`config.mk`:
```
export PLATFORM = sky130hd
export DESIGN_NAME = elevator_scheduler
export DESIGN_NICKNAME = d
export VERILOG_FILES = /design/src/rtl/elevator_pkg.sv /design/src/rtl/floor_scan.sv /design/src/rtl/elevator_scheduler.sv
export SDC_FILE = /design/constraint.sdc
export NUM_CORES = 1
export LEC_CHECK = 0
export ABC_AREA = 1
export CAP_MARGIN = 20
export CELL_PAD_IN_SITES_DETAIL_PLACEMENT = 1
export CELL_PAD_IN_SITES_GLOBAL_PLACEMENT = 2
export CORE_ASPECT_RATIO = 0.75
export CORE_UTILIZATION = 24
export CTS_CLUSTER_DIAMETER = 60
export DETAILED_ROUTE_END_ITERATION = 16
export HOLD_SLACK_MARGIN = 0.1
export PLACE_DENSITY_LB_ADDON = 0.3
export SETUP_SLACK_MARGIN = 0.4
export SLEW_MARGIN = 15
export SYNTH_ARGS = -nofsm -noshare
export SYNTH_HDL_FRONTEND = slang
export SYNTH_SLANG_ARGS = --single-unit
export TNS_END_PERCENT = 100
```
`constraint.sdc`:
```
create_clock -name clk -period 2.5 [get_ports clk]
set_clock_uncertainty 0.05 [all_clocks]
set_input_delay 0.5 -clock clk [delete_from_list [all_inputs] [get_ports clk]]
set_output_delay 0.5 -clock clk [all_outputs]
set_load 0.1 [all_outputs]
```
`src/rtl/elevator_pkg.sv`:
```
// elevator_pkg
//   Shared definitions for the elevator control blocks (floor selection,
//   scheduler, display). It holds the car state encoding and the default
//   shaft geometry.
package elevator_pkg;

   localparam int FLOOR_W      = 5;
   localparam int N_FLOORS_DEF = 20;

   typedef enum logic [1:0] {
      IDLE = 2'd0,
      MOVE = 2'd1,
      DOOR = 2'd2
   } state_t;

endpackage

```
`src/rtl/floor_scan.sv`:
```
// floor_scan
//   Combinational look-around for the SCAN dispatcher. It reports whether any
//   pending stop lies strictly above or strictly below a given floor.
//   Ports:
//     pending   in  N_FLOORS  pending stops, bit i = floor i
//     floor     in  FLOOR_W   reference floor
//     any_above out 1         a pending bit exists at index > floor
//     any_below out 1         a pending bit exists at index < floor
module floor_scan #(
   parameter int N_FLOORS = 20,
   parameter int FLOOR_W  = 5
) (
   input  logic [N_FLOORS-1:0] pending,
   input  logic [FLOOR_W-1:0]  floor,
   output logic                any_above,
   output logic                any_below
);

   // Masked OR-reduce. The reference floor itself falls in neither mask.
   always_comb begin
      any_above = 1'b0;
      any_below = 1'b0;
      for (int i = 0; i < N_FLOORS; i++) begin
         if (FLOOR_W'(i) > floor) any_above = any_above | pending[i];
         if (FLOOR_W'(i) < floor) any_below = any_below | pending[i];
      end
   end

endmodule

```
`src/rtl/elevator_scheduler.sv`:
```
// elevator_scheduler
//   SCAN dispatcher for one elevator car. The car keeps moving in its current
//   direction while stops remain ahead, and reverses when none are left.
//   The block times the floor-to-floor travel and the door dwell. It pulses
//   'served' once on each door opening so that the selection logic can clear
//   the stop it has just served.
//   Ports:
//     clk, reset    clock; synchronous active-high reset
//     dest_up       pending stops for upward service (bit i = floor i)
//     dest_down     pending stops for downward service
//     door_hold     while high in DOOR, the dwell restarts at full length
//     floor         current car floor
//     dir_up        current or last travel direction (1 = up)
//     moving        high while in MOVE
//     door_open     high while in DOOR
//     served        one-cycle pulse on entry to DOOR
//     served_floor  floor served; updated together with served
module elevator_scheduler #(
   parameter int N_FLOORS     = elevator_pkg::N_FLOORS_DEF,
   parameter int FLOOR_W      = elevator_pkg::FLOOR_W,
   parameter int TRAVEL_TICKS = 8,
   parameter int DOOR_TICKS   = 16
) (
   input  logic                clk,
   input  logic                reset,
   input  logic [N_FLOORS-1:0] dest_up,
   input  logic [N_FLOORS-1:0] dest_down,
   input  logic                door_hold,
   output logic [FLOOR_W-1:0]  floor,
   output logic                dir_up,
   output logic                moving,
   output logic                door_open,
   output logic                served,
   output logic [FLOOR_W-1:0]  served_floor
);

   import elevator_pkg::*;

   localparam int TCNT_W = $clog2(TRAVEL_TICKS + 1);
   localparam int DCNT_W = $clog2(DOOR_TICKS + 1);
   localparam logic [FLOOR_W-1:0] TOP_FLOOR   = FLOOR_W'(N_FLOORS - 1);
   localparam logic [TCNT_W-1:0]  TRAVEL_LOAD = TCNT_W'(TRAVEL_TICKS - 1);
   localparam logic [DCNT_W-1:0]  DOOR_LOAD   = DCNT_W'(DOOR_TICKS - 1);

   state_t              state;
   logic [TCNT_W-1:0]   travel_cnt;   // travel cycles left after this one
   logic [DCNT_W-1:0]   dwell_cnt;    // door cycles left after this one
   logic [N_FLOORS-1:0] pending;
   logic [FLOOR_W-1:0]  step_floor;
   logic [FLOOR_W-1:0]  eval_floor;
   logic                arrive;
   logic                any_above;
   logic                any_below;
   logic                stop_here;
   logic                ahead;
   logic                behind;

   assign pending = dest_up | dest_down;

   // Neighbour floor in the travel direction, clamped to the ends of the shaft.
   always_comb begin
      step_floor = floor;
      if (dir_up) begin
         if (floor != TOP_FLOOR) step_floor = floor + 1'b1;
      end else if (floor != '0) begin
         step_floor = floor - 1'b1;
      end
   end

   // On the last travel cycle every decision refers to the floor being
   // reached. In all other cycles it refers to the current floor. This lets a
   // single scan instance serve both IDLE dispatch and the arrival check.
   assign arrive     = (state == MOVE) && (travel_cnt == '0);
   assign eval_floor = arrive ? step_floor : floor;

   floor_scan #(
      .N_FLOORS (N_FLOORS),
      .FLOOR_W  (FLOOR_W)
   ) u_scan (
      .pending   (pending),
      .floor     (eval_floor),
      .any_above (any_above),
      .any_below (any_below)
   );

   // A call for the opposite direction is taken only when nothing lies
   // further ahead, so that the car turns around at that floor.
   assign stop_here = dir_up ? (dest_up[eval_floor]   | (dest_down[eval_floor] & ~any_above))
                             : (dest_down[eval_floor] | (dest_up[eval_floor]   & ~any_below));
   assign ahead     = dir_up ? any_above : any_below;
   assign behind    = dir_up ? any_below : any_above;

   always_ff @(posedge clk) begin
      if (reset) begin
         state        <= IDLE;
         floor        <= '0;
         dir_up       <= 1'b1;
         moving       <= 1'b0;
         door_open    <= 1'b0;
         served       <= 1'b0;
         served_floor <= '0;
         travel_cnt   <= '0;
         dwell_cnt    <= '0;
      end else begin
         served <= 1'b0;
         case (state)
            IDLE: begin
               if (pending[floor]) begin
                  state        <= DOOR;
                  door_open    <= 1'b1;
                  served       <= 1'b1;
                  served_floor <= floor;
                  dwell_cnt    <= DOOR_LOAD;
               end else if (any_above && (dir_up || !any_below)) begin
                  // If stops are pending on both sides, keep the current direction.
                  dir_up     <= 1'b1;
                  state      <= MOVE;
                  moving     <= 1'b1;
                  travel_cnt <= TRAVEL_LOAD;
               end else if (any_below) begin
                  dir_up     <= 1'b0;
                  state      <= MOVE;
                  moving     <= 1'b1;
                  travel_cnt <= TRAVEL_LOAD;
               end
            end
            MOVE: begin
               if (travel_cnt != '0) begin
                  travel_cnt <= travel_cnt - 1'b1;
               end else begin
                  floor      <= step_floor;
                  travel_cnt <= TRAVEL_LOAD;
                  if (stop_here) begin
                     state        <= DOOR;
                     moving       <= 1'b0;
                     door_open    <= 1'b1;
                     served       <= 1'b1;
                     served_floor <= step_floor;
                     dwell_cnt    <= DOOR_LOAD;
                  end else if (!ahead) begin
                     if (behind) begin
                        dir_up <= ~dir_up;
                     end else begin
                        state  <= IDLE;
                        moving <= 1'b0;
                     end
                  end
               end
            end
            DOOR: begin
               if (door_hold) begin
                  dwell_cnt <= DOOR_LOAD;
               end else if (dwell_cnt != '0) begin
                  dwell_cnt <= dwell_cnt - 1'b1;
               end else begin
                  state     <= IDLE;
                  door_open <= 1'b0;
               end
            end
            default: begin
               state     <= IDLE;
               moving    <= 1'b0;
               door_open <= 1'b0;
            end
         endcase
      end
   end

endmodule
```
==> results.py <==
metrics = {
    "synthesis": {
        "async_reset_ff_share_pct": 0,
        "synth_top_family_by_area": "simple AND/OR/NAND/NOR gates",
        "synth-simple-area-share_pct": 53.11,
        "synth-edff-count": 0,
        "synthAdderAreaFrac_pct": 2.902,
        "avgSynthCellArea_um2": 5.527,
        "synth-compound-area-share_pct": 14.55,
        "synth_seq_area_share_pct": 16.58,
        "syn_area_mm2": 0.003018,
        "syn_nets": 596,
        "synthXorXnorAreaFrac_pct": 0.8706,
        "yosys_warnings": 0,
        "synth_ff_type": "dfxtp_1",
        "yosys.cell_types.count": 42,
        "syn_inst": 546,
        "synth-seq-cells": 25,
        "synthMuxAreaShare_pct": 0,
    },
    "floorplanning": {
        "row_count": 35,
        "die-height_um": 99.11,
        "io_pins": 57,
        "floorplan.die.width_um": 131.5,
        "initial_core_util_pct": 24.61,
        "die_area_mm2": 0.01303,
        "core_mm2": 0.01226,
    },
    "clocking": {
        "path_clk_slew_ns": 0.07,
        "root_buffer": "clkbuf_16",
        "clock_path_buffers": 2,
        "cts.hold.buffers_added": 0,
        "cts_made_buffers": 3,
        "cts_tree": "done",
        "htreeDepth": 1,
        "clk_latency_ns": 0.27,
        "cts.sinks": 25,
    },
    "drt": {
        "ant_nets": 0,
        "viasPerCell": 4.784,
        "drt_iter0_markers": 187,
        "vias": 4320,
        "totalWireLength_um": 15020,
        "drtPass1Iterations": 5,
        "wl_per_cell_um": 16.63,
        "drc": 0,
    },
    "sta": {
        "worst_slew_pin_slew_ns": 0.5619,
        "finalSetupViolations": 20,
        "fmax_mhz": 331.9,
        "fin_ws_ns": -0.5126,
        "min_period_ns": 3.013,
        "min_period_over_period_pct": 120.5,
        "slew_violations": 0,
        "hold_slack_ns": 0.4281,
        "grt_setup_unrepaired": "true",
        "relSlewSlack_pct": 62.50,
        "setup_tns_ns": -8.947,
        "hold_violations": 0,
    },
    "placement": {
        "post-place-ws_ns": -0.6923,
        "dp_hpwl_um": 11590,
        "place_area_mm2": 0.004581,
        "portBuffers": 56,
        "gp_congestion": 0.9240,
        "place_inst": 862,
    },
    "run_status": {
        "outcome": "complete, but fails checks",
        "failed_checks": "setup timing",
    },
    "global_routing": {
        "grt_pass1_wl_um": 23440,
        "overflow": 0,
        "track_usage_pct": 22.62,
        "antenna_found_initial": 0,
        "grt_max_degree": 16,
        "grt_pass1_vias": 4473,
    },
    "run": {
        "maxCapViolCount": 0,
    },
    "worst_setup_path": {
        "critPathCapture": "state[0]",
        "crit_path_start_kind": "flop",
        "r2r_setup_slack_ns": -0.51,
        "r2r_start": "travel_cnt[1]",
        "cp.arrival_ns": 3.13,
        "critical_path_class": "flop to flop",
        "required_ns": 2.62,
        "crit_fanout": 7,
        "cp-end-kind": "flop",
        "crit_start": "travel_cnt[1]",
        "rr_worst_depth": 23,
        "r2r-end": "state[0]",
    },
    "finish": {
        "syn_to_final_growth_pct": 82.17,
        "drive_gt1_share_pct": 42.33,
        "final_util_pct": 44.84,
        "final_area_mm2": 0.005498,
        "fill_cells": 1599,
        "fin_cells": 903,
        "diodes": 0,
        "fin_nets": 788,
    },
    "min_path": {
        "hold_class": "flop to flop",
    },
    "pwr": {
        "power_density_mw_per_mm2": 1185,
        "power_mw": 6.517,
        "ir_worst_vdd_mv": 0.6107,
        "p_leak_nw": 2.692,
    },
}
[synthesized netlist by cell type (2+ instances only)]
master / number / area share (%)
a21oi_1: 20 / 3.3
a21oi_2: 2 / 0.58
a221oi_1: 2 / 0.58
a22oi_1: 4 / 1.0
and2_1: 2 / 0.41
buf_2: 4 / 0.66
buf_4: 5 / 1.2
buf_6: 3 / 1.1
clkbuf_1: 3 / 0.37
dfxtp_1: 25 / 17
ha_1: 7 / 2.9
inv_1: 60 / 7.5
inv_2: 8 / 1.0
nand2_1: 159 / 20
nand2_2: 15 / 3.1
nand2_4: 3 / 1.1
nand3_1: 64 / 11
nand3_2: 3 / 1.0
nand3b_1: 3 / 0.75
nand4_1: 8 / 1.7
nor2_1: 80 / 10
nor2_2: 3 / 0.62
nor2_4: 4 / 1.5
nor3_1: 2 / 0.33
o2111ai_1: 2 / 0.58
o211ai_1: 2 / 0.50
o21ai_0: 25 / 4.1
o21ai_1: 8 / 1.3
o22ai_1: 2 / 0.41
or2_2: 4 / 0.83
xor2_1: 3 / 0.87
[registers in the layout, summed over array words and instances, names as in the netlist]
| register | flops |
|---|---|
| moving | 1 |
| served_floor | 5 |
| served | 1 |
| floor | 5 |
| door_open | 1 |
| state | 2 |
| dwell_cnt | 5 |
| dir_up | 1 |
| travel_cnt | 4 |
[worst max-delay path, stage by stage, from the launching register on]
cell	delay, ns
dfxtp_2	0.32
inv_2	0.07
ha_4	0.15
nand2_4	0.06
nor2_4	0.15
clkinvlp_4	0.23
buf_6	0.18
buf_6	0.11
nand2_4	0.07
nand2_8	0.08
nand2_4	0.13
nor2_4	0.05
nand2_1	0.09
nand2_1	0.08
a21oi_2	0.22
nor2_4	0.06
nand3_4	0.10
inv_1	0.06
nand2_2	0.11
inv_2	0.07
a21oi_1	0.21
nand4_1	0.12
nand2_1	0.10
inv_1	0.04
[worst min-delay path by stage]
stage | cells after the start | slack [ns] | start | to
after floorplan | 1 | 0.39 | travel_cnt[0] | travel_cnt[0]
after global placement | 2 | 0.42 | door_open | door_open
after detailed placement | 2 | 0.41 | door_open | door_open
after CTS | 2 | 0.43 | door_open | door_open
after global routing | 2 | 0.47 | dwell_cnt[0] | dwell_cnt[0]
final | 2 | 0.43 | door_open | door_open
[cells by family after synthesis]
group	after synthesis
flip-flops	25
AO/OA/AOI/OAI	74
buffers and inverters	84
adder cells (fa/ha/maj)	7
XOR/XNOR	3
AND/OR/NAND/NOR	353
[area by class of cell]
class | count | area (um2) | area share (%)
Tap cell | 166 | 207.7 | 3.778
Timing Repair Buffer | 203 | 1737 | 31.59
Sequential cell | 25 | 518.0 | 9.422
Multi-Input combinational cell | 437 | 2678 | 48.70
Inverter | 68 | 279.0 | 5.075
Clock buffer | 4 | 78.83 | 1.434
[per-layer routing]
layer	global-route usage [%]	part of all wire, %	vias up
met5	0	0	-
met4	3.667	0.82	0
met3	3.364	4.4	10
met2	35.82	46	79
met1	32.71	49	2088
li1	-	-	2143
[repair_timing]
item | CTS | global route
endpoints found under the setup margin | 20 | 20
pin swaps | 39 | 32
resized for setup | 80 | 78
setup buffers | 19 | 18
[power breakdown]
group	switching, mW	internal, mW	total, mW
clock	0.153	0.219	0.371
sequential	0.118	0.553	0.671
combinational	3.24	2.24	5.48
[cells in the final DEF (no fill, tap or decap), types with 4 or more instances in the layout]
cell,instances
o21ai_1,12
dfxtp_2,5
nand3_4,4
nor2_2,14
or2_2,4
nand3_2,17
buf_4,137
o21ai_0,18
inv_2,12
inv_1,50
nand4_1,8
a21oi_2,9
a21oi_1,12
ha_4,4
nand2_2,25
nand2_4,20
nand2_1,129
clkdlybuf4s50_1,42
dfxtp_1,17
nor2_1,59
buf_6,22
nand3_1,47
nor2_4,14
Power figures use the tool's default switching activity.
